==> config.mk <==
export PLATFORM = sky130hd
export DESIGN_NAME = operand_fetch
export DESIGN_NICKNAME = d
export VERILOG_FILES = /design/src/rtl/operand_fetch.sv
export SDC_FILE = /design/constraint.sdc
export NUM_CORES = 1
export LEC_CHECK = 0
export ABC_CLOCK_PERIOD_IN_PS = 4500
export BUFFER_PORTS_ARGS = -buffer_cell sky130_fd_sc_hd__buf_2
export CAP_MARGIN = 20
export CORE_ASPECT_RATIO = 1.1
export CORE_UTILIZATION = 35
export DETAILED_ROUTE_END_ITERATION = 8
export GPL_TIMING_DRIVEN = 0
export PLACE_DENSITY = 0.62
export SYNTH_ARGS = -nofsm -noshare
export SYNTH_HDL_FRONTEND = slang
export SYNTH_SLANG_ARGS = --single-unit
==> constraint.sdc <==
create_clock -name clk -period 4.5 [get_ports clk]
set_input_delay 0.45 -clock clk [delete_from_list [all_inputs] [get_ports clk]]
set_output_delay 0.45 -clock clk [all_outputs]
set_load 0.01 [all_outputs]
==> src/rtl/operand_fetch.sv <==
// Decode/operand-fetch stage: decodes ARM data-processing instructions, forms
// operands, tracks pending destination registers and feeds the ID/EX register.
module operand_fetch (
  input  logic        clk,
  input  logic        rst,
  input  logic        in_valid,
  output logic        in_ready,
  input  logic [31:0] in_instr,
  output logic [3:0]  rf_read_addr1,
  output logic [3:0]  rf_read_addr2,
  input  logic [31:0] rf_read_data1,
  input  logic [31:0] rf_read_data2,
  output logic        out_valid,
  input  logic        out_ready,
  output logic [3:0]  out_cond,
  output logic [3:0]  out_opcode,
  output logic        out_set_flags,
  output logic [3:0]  out_rd,
  output logic        out_writes_rd,
  output logic        out_illegal,
  output logic [31:0] out_op_a,
  output logic [31:0] out_op_b,
  input  logic        wb_valid,
  input  logic [3:0]  wb_addr,
  input  logic        flush
);

  localparam int unsigned XLEN = 32;
  localparam int unsigned NREG = 16;

  logic [NREG-1:0] busy;
  logic [NREG-1:0] busy_next;
  logic            is_dp;
  logic            uses_rn;
  logic            uses_rm;
  logic            writes_rd;
  logic            hazard;
  logic            accept;
  logic [3:0]      opcode;
  logic [3:0]      rd;
  logic [4:0]      imm_rot;
  logic [4:0]      shamt;
  logic [XLEN-1:0] imm_c;
  logic [XLEN-1:0] shift_c;
  logic [XLEN-1:0] op_a_c;
  logic [XLEN-1:0] op_b_c;

  assign rf_read_addr1 = in_instr[19:16];
  assign rf_read_addr2 = in_instr[3:0];
  assign opcode        = in_instr[24:21];
  assign rd            = in_instr[15:12];

  // Instruction class decode; non-DP instructions touch no registers
  always_comb begin
    is_dp     = (in_instr[27:26] == 2'b00);
    uses_rn   = is_dp && (opcode != 4'b1101) && (opcode != 4'b1111);
    writes_rd = is_dp && (opcode[3:2] != 2'b10);
    uses_rm   = is_dp && !in_instr[25];
  end

  // Operand 2: rotated immediate or immediate-shifted register
  always_comb begin
    imm_rot = {in_instr[11:8], 1'b0};
    shamt   = in_instr[11:7];
    imm_c   = XLEN'({2{24'd0, in_instr[7:0]}} >> imm_rot);
    case (in_instr[6:5])
      2'b00:   shift_c = rf_read_data2 << shamt;
      2'b01:   shift_c = rf_read_data2 >> shamt;
      2'b10:   shift_c = XLEN'($signed(rf_read_data2) >>> shamt);
      default: shift_c = XLEN'({rf_read_data2, rf_read_data2} >> shamt);
    endcase
    op_a_c = uses_rn ? rf_read_data1 : '0;
    op_b_c = '0;
    if (is_dp) op_b_c = in_instr[25] ? imm_c : shift_c;
  end

  always_comb begin
    hazard   = (uses_rn && busy[rf_read_addr1]) ||
               (uses_rm && busy[rf_read_addr2]) ||
               (writes_rd && busy[rd]);
    in_ready = !flush && !hazard && (!out_valid || out_ready);
    accept   = in_valid && in_ready;
  end

  // Scoreboard update: squash and retire clear, a new accept sets last
  always_comb begin
    busy_next = busy;
    if (flush && out_valid && out_writes_rd) busy_next[out_rd] = 1'b0;
    if (wb_valid) busy_next[wb_addr] = 1'b0;
    if (accept && writes_rd) busy_next[rd] = 1'b1;
  end

  always_ff @(posedge clk) begin
    if (!rst) begin
      busy          <= '0;
      out_valid     <= 1'b0;
      out_cond      <= '0;
      out_opcode    <= '0;
      out_set_flags <= 1'b0;
      out_rd        <= '0;
      out_writes_rd <= 1'b0;
      out_illegal   <= 1'b0;
      out_op_a      <= '0;
      out_op_b      <= '0;
    end else begin
      busy <= busy_next;
      if (flush)          out_valid <= 1'b0;
      else if (accept)    out_valid <= 1'b1;
      else if (out_ready) out_valid <= 1'b0;
      if (accept) begin
        out_cond      <= in_instr[31:28];
        out_opcode    <= opcode;
        out_set_flags <= in_instr[20];
        out_rd        <= rd;
        out_writes_rd <= writes_rd;
        out_illegal   <= !is_dp;
        out_op_a      <= op_a_c;
        out_op_b      <= op_b_c;
      end
    end
  end

endmodule

==> out/summary.txt <==
run status -> completed
overall global routing resource usage -> 38.8%
crit path cell chain -> buf_2 > inv_2 > buf_1 > clkbuf_1 > nand2_1 > o21ai_0 > a21oi_1 > a2111oi_0 > o2111ai_1 > o21ai_0
post-DP HPWL -> 44.6 mm
area leader, netlist -> dfxtp_1
WP buf/inv -> 4
n_diodes -> 0
Relative slew margins -> 23.7%
clk root buf -> clkbuf_16
syn avg cell area -> 8.14 um2
total of max-cap violations -> 0
design area -> 11,400 um2
final WL -> 55.7 mm
CP endpoint kind -> flop
RSZ-0062 raised after global routing -> false
Seq/Total Area, Yosys -> 19.8%
max layer used -> met4
DR pass1 iterations -> 6
critical path's largest stage delay -> 0.79 ns
sequential power share -> 31.9%
Mapped Nets -> 1,298
Synth Warn # -> 0
Post-synth EDFFs -> 0
P_int -> 1.67 mW
clk slew on worst S/H paths -> 0.07 ns
pin count of the biggest net entering global routing -> 16
clock sink count -> 96
Fin Hold WS -> 0.336 ns
synth cell count leaders -> nand2_1, nor2_1, mux2i_1
Initial Util -> 35.8%
critical path type -> input port to flop
final worst-path cycle share -> 86.9%
Synth-to-Final Area Change -> 17.5%
LEAKAGE -> 4.52 nW
core area -> 27,100 um2
htree depth -> 3
Tmin final -> 3.91 ns
Net Sw Frac -> 39.7%
DRT antenna net count -> 0
first-pass GRT wire length -> 79.7 mm
layout cells sized above 1 -> 25.4%
CP arrival -> 4.19 ns
Setup-failing EPs final -> 0
net switching power -> 1.10 mW
top area cells in the synthesized netlist -> dfxtp_1, mux4_2, mux2i_1
top-count cell post-synth -> nand2_1
hold_buf cts -> 0
met3 WL -> 4.43 mm
Setup TNS Final -> 0 ns
wl on met1 -> 21.5 mm
post-synthesis register bit count -> 96
Mapped Area -> 9700 um2
setup bufs post-CTS -> 0
Least-Margin Pin Slew -> 1.14 ns
worst-path maximum fanout -> 10
Netlist cell types -> 65
final hold vios -> 0
antenna violations before repair -> 0
PwrDens -> 243 nW/um2
max-slew violations -> 0
VDD IR-drop max -> 199 uV
number of global-route vias before repair -> 11,123
startpoint types -> input port
Worst Skew -> 0.0112 ns
Post-route DRC -> 0
GRT overflow -> 0
clock group share of total power -> 27.3%
post-cts sizing count -> 0
cells after synthesis -> 1,192
Core Util, Final -> 42.0%
routed vias -> 11,470
TritonCTS Buffers -> 9
Final GP Congestion -> 1.05
CP delay by family, top -> compound AO/OA/AOI/OAI gates
worst-case clock buffer depth -> 2
Die H -> 177 um
# rows -> 63
Synth Flop Type -> dfxtp_1
die width -> 161 um
fin nets -> 1,499
initial DRC count -> 1,233
IO Port Bufs -> 187
Worst-Skew Late Latency -> 0.35 ns
Synth async-reset ratio -> 0%
Routed WL per cell -> 31.7 um
dpl cell area -> 11,100 um2
CP Data Required Time -> 4.78 ns
FMAX -> 256 MHz
CTS tree -> built
area fraction of the dominant cell type after synthesis -> 19.8%
CP dominant cell by count -> o21ai_0
Crit-path slowest cell -> a2111oi_0
Combinational Power Share -> 40.8%
DIE AREA -> 28,400 um2
Hold Crit Class -> input port to flop
IO Count -> 195
Routed met2 length -> 25.2 mm
Vias/cell -> 6.54
[final cells by class]
class                           instances  area, um2
Fill cell                            2886      15700
Multi-Input combinational cell        958       7170
Clock buffer                           13        270
Inverter                               15       56.3
Sequential cell                        96       1920
Tap cell                              357        447
Clock inverter                          3       25.0
Timing Repair Buffer                  190        951
Buffer                                123        552
[routing by layer]
layer,up-vias,GRT usage (%)
li1,4919,-
met1,5540,46.2
met2,805,64.0
met3,206,6.13
met4,0,27.8
met5,-,0
[tightest hold or removal path, stage by stage]
cell	delay [ns]
buf_2	0.07
mux2i_1	0.05
nor2_1	0.07
[flip-flops by register name (all words and copies together) (netlist names)]
signal and flops:
out_cond 4, out_writes_rd 1, out_set_flags 1, out_rd 4, out_valid 1, busy 16, out_illegal 1, out_op_b 32
out_op_a 32, out_opcode 4
[kinds of logic after synthesis]
group | synth area share [%]
AOI/OAI and AO/OA | 21.8
buffers and inverters | 6.27
DFF | 19.8
muxes | 31.0
and+or+nand+nor | 21.1
[power groups by stage]
stage / Sequential (mW) / Clock [mW] / Combinational [mW]
floorplan: 0.909 / 0 / 0.609
global placement: 0.901 / 0 / 1.09
detailed placement: 0.902 / 0 / 1.08
CTS: 0.882 / 0.762 / 1.08
global route: 0.884 / 0.797 / 1.16
finish: 0.883 / 0.754 / 1.13
[layout by cell type, fill, tap and decap left out, types with 25 or more instances in the layout]
| master | synthesis | routed |
|---|---|---|
| mux2i_1 | 106 | 106 |
| and2_1 | 42 | 42 |
| buf_2 | 24 | 213 |
| a21oi_1 | 67 | 67 |
| mux2_2 | 25 | 25 |
| mux4_2 | 74 | 74 |
| clkbuf_1 | 71 | 72 |
| nand3_1 | 38 | 38 |
| o21ai_0 | 67 | 67 |
| nor2_1 | 123 | 123 |
| dfxtp_1 | 96 | 96 |
| a31oi_1 | 29 | 29 |
| nand2_1 | 128 | 128 |
[stage by stage]
| stage | power [mW] | std cells | setup WS (ns) |
|---|---|---|---|
| floorplan | 1.52 | 1192 | 1.86 |
| global placement | 1.99 | 1736 | 0.328 |
| detailed placement | 1.98 | 1737 | 0.426 |
| CTS | 2.72 | 1753 | 0.763 |
| global route | 2.84 | 1755 | 0.324 |
| finish | 2.76 | 1755 | 0.588 |
[worst paths after layout]
kind / start / to / slack, ns / cells after the start
max: in_instr[9] / out_op_b[13] / 0.59 / 10
min: in_instr[22] / out_opcode[1] / 0.34 / 3
min reg2reg: out_op_b[25] / out_op_b[25] / 0.47 / 2
max reg2reg: busy[7] / out_op_b[19] / 1.49 / 9
(Power assumes the default switching activity.)
